## src/rtl/calc_display.sv

```systemverilog
// calc_display: converts the calculator result word to five BCD digits with a
// sequential double-dabble engine (one iteration per clock) and scans them onto
// a 5-digit common-anode seven-segment display with leading-zero blanking.
module calc_display #(
  parameter int REFRESH_DIV = 50000
) (
  input  logic        clk,
  input  logic        rst,
  input  logic [15:0] dataIn,
  output logic [19:0] bcd,
  output logic        busy,
  output logic        done,
  output logic [6:0]  seg,
  output logic [4:0]  an
);

  localparam int RW = (REFRESH_DIV > 2) ? $clog2(REFRESH_DIV) : 1;
  localparam logic [RW-1:0] RCNT_LAST = RW'(REFRESH_DIV - 1);

  typedef enum logic [1:0] {
    S_IDLE = 2'd0,
    S_CONV = 2'd1,
    S_DONE = 2'd2
  } state_t;

  state_t        state_q;
  logic [15:0]   last_q;
  logic [15:0]   cap_q;
  logic [15:0]   orig_q;
  logic [19:0]   work_q;
  logic [19:0]   bcd_q;
  logic [3:0]    cnt_q;
  logic          busy_q;
  logic          done_q;
  logic [19:0]   work_adj_d;
  logic [RW-1:0] rcnt_q;
  logic [2:0]    dig_q;
  logic [3:0]    digit_d;
  logic          blank_d;
  logic [6:0]    seg_d;
  logic [4:0]    an_d;

  // Double-dabble correction: any nibble of 5 or more gets +3 before the shift.
  function automatic logic [19:0] dabble_adjust(input logic [19:0] w);
    logic [19:0] r;
    r = 20'h00000;
    for (int i = 0; i < 5; i++) begin
      if (w[4*i +: 4] >= 4'd5) begin
        r[4*i +: 4] = w[4*i +: 4] + 4'd3;
      end else begin
        r[4*i +: 4] = w[4*i +: 4];
      end
    end
    return r;
  endfunction

  // Seven-segment decode, active-low {g,f,e,d,c,b,a}; non-decimal nibbles blank.
  function automatic logic [6:0] seg_decode(input logic [3:0] d);
    logic [6:0] s;
    case (d)
      4'd0:    s = 7'h40;
      4'd1:    s = 7'h79;
      4'd2:    s = 7'h24;
      4'd3:    s = 7'h30;
      4'd4:    s = 7'h19;
      4'd5:    s = 7'h12;
      4'd6:    s = 7'h02;
      4'd7:    s = 7'h78;
      4'd8:    s = 7'h00;
      4'd9:    s = 7'h10;
      default: s = 7'h7F;
    endcase
    return s;
  endfunction

  // Corrected accumulator feeding the next shift step.
  always_comb begin
    work_adj_d = dabble_adjust(work_q);
  end

  // Conversion FSM: detect a new value, run 16 shift iterations, publish result.
  always_ff @(posedge clk or posedge rst) begin
    if (rst) begin
      state_q <= S_IDLE;
      last_q  <= 16'h0000;
      cap_q   <= 16'h0000;
      orig_q  <= 16'h0000;
      work_q  <= 20'h00000;
      bcd_q   <= 20'h00000;
      cnt_q   <= 4'd0;
      busy_q  <= 1'b0;
      done_q  <= 1'b0;
    end else begin
      done_q <= 1'b0;
      case (state_q)
        S_IDLE: begin
          if (dataIn != last_q) begin
            cap_q   <= dataIn;
            orig_q  <= dataIn;
            work_q  <= 20'h00000;
            cnt_q   <= 4'd0;
            busy_q  <= 1'b1;
            state_q <= S_CONV;
          end else begin
            state_q <= S_IDLE;
          end
        end
        S_CONV: begin
          // The MSB of the capture register shifts into the BCD accumulator.
          work_q <= {work_adj_d[18:0], cap_q[15]};
          cap_q  <= {cap_q[14:0], 1'b0};
          cnt_q  <= cnt_q + 4'd1;
          if (cnt_q == 4'd15) begin
            state_q <= S_DONE;
          end else begin
            state_q <= S_CONV;
          end
        end
        S_DONE: begin
          bcd_q   <= work_q;
          last_q  <= orig_q;
          done_q  <= 1'b1;
          busy_q  <= 1'b0;
          state_q <= S_IDLE;
        end
        default: begin
          busy_q  <= 1'b0;
          state_q <= S_IDLE;
        end
      endcase
    end
  end

  // Display scan: each digit stays lit for REFRESH_DIV cycles, then advance.
  always_ff @(posedge clk or posedge rst) begin
    if (rst) begin
      rcnt_q <= '0;
      dig_q  <= 3'd0;
    end else if (rcnt_q == RCNT_LAST) begin
      rcnt_q <= '0;
      if (dig_q == 3'd4) begin
        dig_q <= 3'd0;
      end else begin
        dig_q <= dig_q + 3'd1;
      end
    end else begin
      rcnt_q <= rcnt_q + {{(RW-1){1'b0}}, 1'b1};
    end
  end

  // Select the lit digit and decide whether it is a leading zero.
  always_comb begin
    digit_d = 4'd0;
    blank_d = 1'b0;
    case (dig_q)
      3'd0: begin
        digit_d = bcd_q[3:0];
        blank_d = 1'b0;
      end
      3'd1: begin
        digit_d = bcd_q[7:4];
        blank_d = (bcd_q[19:4] == 16'h0000);
      end
      3'd2: begin
        digit_d = bcd_q[11:8];
        blank_d = (bcd_q[19:8] == 12'h000);
      end
      3'd3: begin
        digit_d = bcd_q[15:12];
        blank_d = (bcd_q[19:12] == 8'h00);
      end
      3'd4: begin
        digit_d = bcd_q[19:16];
        blank_d = (bcd_q[19:16] == 4'h0);
      end
      default: begin
        digit_d = 4'd0;
        blank_d = 1'b1;
      end
    endcase
  end

  // Segment and anode drive for the currently lit digit.
  always_comb begin
    an_d = ~(5'b00001 << dig_q);
    if (blank_d) begin
      seg_d = 7'h7F;
    end else begin
      seg_d = seg_decode(digit_d);
    end
  end

  assign bcd  = bcd_q;
  assign busy = busy_q;
  assign done = done_q;
  assign seg  = seg_d;
  assign an   = an_d;

endmodule

```

## config.mk

```make
export PLATFORM = sky130hd
export DESIGN_NAME = calc_display
export DESIGN_NICKNAME = d
export VERILOG_FILES = /design/src/rtl/calc_display.sv
export SDC_FILE = /design/constraint.sdc
export NUM_CORES = 1
export LEC_CHECK = 0
export CORE_UTILIZATION = 30
export DETAILED_ROUTE_END_ITERATION = 10
export GPL_TIMING_DRIVEN = 0
export SETUP_SLACK_MARGIN = 0.15
export SLEW_MARGIN = 0
export SYNTH_ARGS = -nofsm -noshare
export SYNTH_HDL_FRONTEND = slang
export SYNTH_SLANG_ARGS = --single-unit
```

## constraint.sdc

```tcl
create_clock -name clk -period 3.5 [get_ports clk]
set_clock_uncertainty 0.05 [all_clocks]
set_input_delay 0.7 -clock clk [delete_from_list [all_inputs] [get_ports clk]]
set_output_delay 0.7 -clock clk [all_outputs]
set_load 0.01 [all_outputs]
```

Yosys cells after proc, flatten, opt, wreduce, memory -nomap -nowiden
Memories as Yosys holds them, arrays and structs flattened.
Index checks and enable logic that the tools add are counted.
- memories kept: 1
- input port bits: 18
- output and inout port bits: 34
- memory bits (read-only): 112
- register bits: 115
- logic and storage cells: 70
- $add $sub $neg: 8
- reduce and logical (&&, ||, !) cells: 10
- mux-type cells: 22
- equal/unequal tests: 10
- shifts and indexed selects: 1
- bitwise gates (word level): 2
- magnitude comparators: 5
- memories (name ; depth ; bits a word ; read ports ; clocked after memory_dff ; wr ports ; RTL line ; source):
    (name not given) ; 16 ; 7 ; 1 ; 0 ; 0 ; 60 ; case (d)
- operator list (cell ; number):
    20-bit one-hot mux with 2 select lines ; 1
    16-bit 2-to-1 mux ; 2
    16-bit one-hot mux with 2 select lines ; 1
    4-bit by 3-bit greater-or-equal comparator with 1-bit output (second input constant) ; 5
    20-bit 2-to-1 mux ; 1
    4-bit 2-to-1 mux ; 5
    4-bit one-hot mux with 5 select lines ; 1
    16-bit by 1-bit adder with 16-bit output (second input constant) ; 1
    4-bit by 2-bit adder with 4-bit output (second input constant) ; 4
    16-bit equality test (second input constant) ; 1
    16-bit zero test ; 1
    16-bit != test ; 1
    12-bit zero test ; 1
    8-bit zero test ; 1
    4-bit one-hot mux with 2 select lines ; 1
    7-bit 2-to-1 mux ; 1
    3-bit by 2-bit equality test with 1-bit output (second input constant) ; 2
    3-bit 2-to-1 mux ; 2
    2-bit AND reduction ; 3
    5-bit NOT ; 1
    1-bit one-hot mux with 5 select lines ; 1
    1-bit by 3-bit left shift with 5-bit output (first input constant) ; 1
    4-bit by 1-bit adder with 4-bit output (second input constant) ; 1
    4-bit equality test (second input constant) ; 1
    other kinds (16) ; 18

Logic depth before layout (Yosys ltp)
An unclocked memory read counts as a cell.
- depth in word-level cells: 4
- gate-level depth with buffers: 12

Least setup slack after synthesis
Ideal clock, no wire load.
- path type: register to output
- start: register dig_q[2]
- end: output seg[0]
- buffers on the path: 3
- slack: 407 ps
- cell stages (with the launch flop): 12
- arrival time: 2343 ps
- required time: 2750 ps
- path through: dfrtp_1 clkbuf_1 clkbuf_1 inv_1 ha_1 or3_1 buf_2 nand2_1 inv_1 ha_1 o2bb2a_1 nand3_1
- word-level cells in the longest chain between the ends: 4
- elaborated cells on any way between the ends: 9
- RTL lines (item ; RTL line ; source):
    from (decl) ; 37 ; logic [2:0] dig_q;
    from (signal assigned) ; 144 ; dig_q <= dig_q + 3'd1;
    3-bit equality test (tied with other cells) ; 155 ; case (dig_q)
    4-bit one-hot mux with 5 select lines ; 155 ;
    memory 16 x 7 bit ; -- ;
    7-bit 2-to-1 mux (*) ; 186 ; if (blank_d) begin
    to (decl) ; 13 ; output logic [6:0] seg,
Every way passes the cells marked *; elsewhere a longest branch is shown, timed or not.

Final worst setup path
- start: register dig_q[1]
- end: output seg[4]
Same word-level chain as after synthesis.

==> results_dict.tcl <==
set metrics [dict create \
    floorplan.rows 50 \
    dieArea_mm2 0.0200 \
    remaining_drc_errors 0 \
    clkSinkCount 115 \
    core_area_mm2 0.0189 \
    slew_headroom_pct 49.8 \
    clockBufferDepth 2 \
    finalCriticalPeriod_ps 3450 \
    overflow 0 \
    n_antenna_cell 0 \
    ant_nets 0 \
    clk_latency_ps 410 \
    grt_pass1_vias 4582 \
    die_h_um 141 \
    yosys.area.top_type "dfrtp_1" \
    worstSetupEndpoint "seg[4]" \
    fin_cells 883 \
    totalWireLength_um 13800 \
    grt_pass1_wl_um 23100 \
    rsz0062_at_grt "true" \
    yosys-top-cells-area "dfrtp_1, mux2_2, ha_1" \
    cap_violations 0 \
    cts_root_buf "clkbuf_16" \
    syn-cell-area_mm2 0.00583 \
    place_inst 838 \
    netlist_instances 525 \
    p_leak_nw 3.28 \
    yosys_warnings 0 \
    yosys_most_used_dff "dfrtp_1" \
    grt_max_degree 45 \
    grt_usage_pct 14.7 \
    setup_violations 0 \
    cts_buffers 17 \
    gp_congestion 0.941 \
    port_buffers 51 \
    finalHoldViolCount 0 \
    endpoint_kind "output pin" \
    r2r-end "work_q[6]" \
    path_clk_slew_ps 50 \
    fin_tns_setup_ps 0 \
    required_ps 2750 \
    ir_worst_vdd_mv 0.408 \
    r2r_start "last_q[11]" \
    r2r_cells 6 \
    htree_levels 4 \
    tritoncts "yes" \
    cp_data_arrival_time_ps 2700 \
    drive_gt1_share_pct 25.4 \
    nNetsFinal 652 \
    crit_path_start_kind "flip-flop" \
    tightestPinTransition_ps 752 \
    period_share_pct 98.5 \
    powerDensity_mw_per_mm2 834 \
    syn_area_per_cell_um2 11.1 \
    yosysUniqueCellTypes 54 \
    hold_ws_ps 433 \
    cp-startpoint "dig_q[1]" \
    initial_core_util_pct 30.8 \
    antenna_found_initial 0 \
    synthesis.nets 566 \
    synth_enable_flop_cells 0 \
    synth_top_area_share_pct 49.4 \
    dp_hpwl_um 9570 \
    outcome "complete, no violations" \
    crit_type "reg -> out" \
    io_pins 52 \
    ys_async_sr_fraction_pct 100 \
    seq_area_frac_synth_pct 49.4 \
    viasPerCell 5.06 \
    maxSlewViolCount 0 \
    r2r_slack_ps 1150 \
    hold_path_class "reg -> reg" \
    ctsHoldBuffers 0 \
    areaGrowthSynthToFinish_pct 30.9 \
    first_pass_iters 4 \
    die_w_um 141 \
    final_util_pct 40.4 \
    max_clock_freq_mhz 290 \
    num_vias 4467 \
    ys_ff_latch 115 \
    first_iter_violations 316 \
    wl_per_cell_um 15.6 \
    cp_max_fo 6 \
]
-- cells in the mapped netlist, types with 3 or more instances --
cell and number:
dfrtp_1 115, o22ai_1 7, ha_1 23, a21oi_1 14, clkbuf_1 14, nor4_1 7
nand4_1 8, o21ai_0 17, mux2_2 46, nand2b_1 6, buf_2 9, a2bb2oi_1 15
nor3_1 5, nand2_1 33, nor2_1 43, and3_1 3, inv_1 22, a31oi_1 3
o22a_1 15, a22oi_1 4, or3_1 3, xor2_1 27, mux2_4 9, nand3_1 16
xnor2_1 9, a22o_1 14, o211ai_1 3
-- per-stage QoR --
| step | total power, W | worst slack [ps] | area [um2] |
|---|---|---|---|
| after detailed placement | 0.00464 | -380 | 6710 |
| after global placement | 0.00452 | -356 | 6670 |
| after floorplan | 0.00379 | 407 | 5830 |
| after CTS | 0.00625 | 123 | 7440 |
| after global routing | 0.00678 | -36.4 | 7630 |
| final | 0.00636 | 51.8 | 7630 |
-- critical path, stage by stage, from the launching register on --
cell and delay (ps):
dfrtp_1 420, inv_2 100, ha_4 170, buf_8 120, o21ba_4 190, or3_4 380
buf_8 150, nand2_8 90, ha_4 150, nand3_1 90, nand3_1 140, o2111ai_2 130
buf_2 160
-- layout make-up --
cell class / count / area, um2
buffer: 25 / 180
fill: 1801 / 11300
multi-input combinational: 363 / 2950
inverter: 22 / 93.8
sequential: 115 / 2880
timing repair buffer: 67 / 644
clock buffer: 28 / 537
tap: 260 / 325
clock inverter: 3 / 17.5
-- worst min-delay path by stage --
stage / slack [ps] / depth (start not counted) / end / start
4_1_cts: 440 / 1 / rcnt_q[0] / rcnt_q[0]
3_3_place_gp: 420 / 1 / rcnt_q[0] / rcnt_q[0]
5_1_grt: 460 / 1 / rcnt_q[0] / rcnt_q[0]
2_1_floorplan: 400 / 2 / work_q[0] / cap_q[15]
3_5_place_dp: 430 / 1 / rcnt_q[0] / rcnt_q[0]
6_report: 430 / 1 / rcnt_q[0] / rcnt_q[0]
-- state kept, by name, summed over array words and instances, names as in the netlist --
register	count
work_q	20
cnt_q	4
last_q	16
state_q	2
busy	1
orig_q	16
dig_q	3
rcnt_q	16
bcd	20
cap_q	16
done	1
-- cell families (layout without fill, tap and decap cells) --
logic type / Yosys count / count (layout) / synth area share, %
AND/OR/NAND/NOR: 138 / 138 / 11.5
AO/OA/AOI/OAI: 109 / 109 / 13.8
adder cells (fa/ha/maj): 23 / 23 / 4.94
flip-flops: 115 / 115 / 49.4
buffers and inverters: 47 / 145 / 3.41
XOR/XNOR: 36 / 36 / 5.41
multiplexers: 57 / 57 / 11.6
-- power breakdown --
part | total, W | internal, W | switching [W]
clock network | 0.00159 | 0.00103 | 0.000561
registers | 0.00228 | 0.00184 | 0.000437
logic | 0.00249 | 0.00133 | 0.00116
-- per-layer routing --
layer	wire (um)	global-route usage, %	vias up
met3	627	2.80	31
met1	6310	18.9	2222
met2	6540	23.6	138
met4	343	7.38	0
li1	-	-	2076
met5	0	0	-
-- layout by cell type (no fill, tap or decap), types with 3 or more instances in the layout --
cell type	synthesis	final
a22oi_2	0	3
a2bb2oi_1	15	15
nor4_1	7	7
clkbuf_1	14	12
xor2_1	27	27
nand3_1	16	13
o21ai_0	17	16
buf_6	1	7
ha_1	23	15
nand3_2	0	3
inv_1	22	17
buf_2	9	13
nand2_1	33	31
o211ai_1	3	3
clkbuf_8	0	9
nand4_1	8	8
nand2b_1	6	6
nor2_1	43	42
clkbuf_16	0	17
o22ai_1	7	7
dfrtp_1	115	115
clkdlybuf4s50_1	0	44
nor3_1	5	4
mux2_2	46	45
xnor2_1	9	9
a21oi_1	14	13
buf_8	0	3
buf_4	1	12
a22o_1	14	14
ha_4	0	7
mux2_4	9	10
o22a_1	15	15
and3_1	3	3
-- repair_timing --
| action | CTS | global route |
|---|---|---|
| resized for setup | 70 | 33 |
| cloned | 0 | 0 |
| setup endpoints to repair | 7 | 7 |
| pin swaps | 3 | 15 |
| setup buffers | 9 | 5 |
No activity file was read; power rests on OpenSTA's default activity.
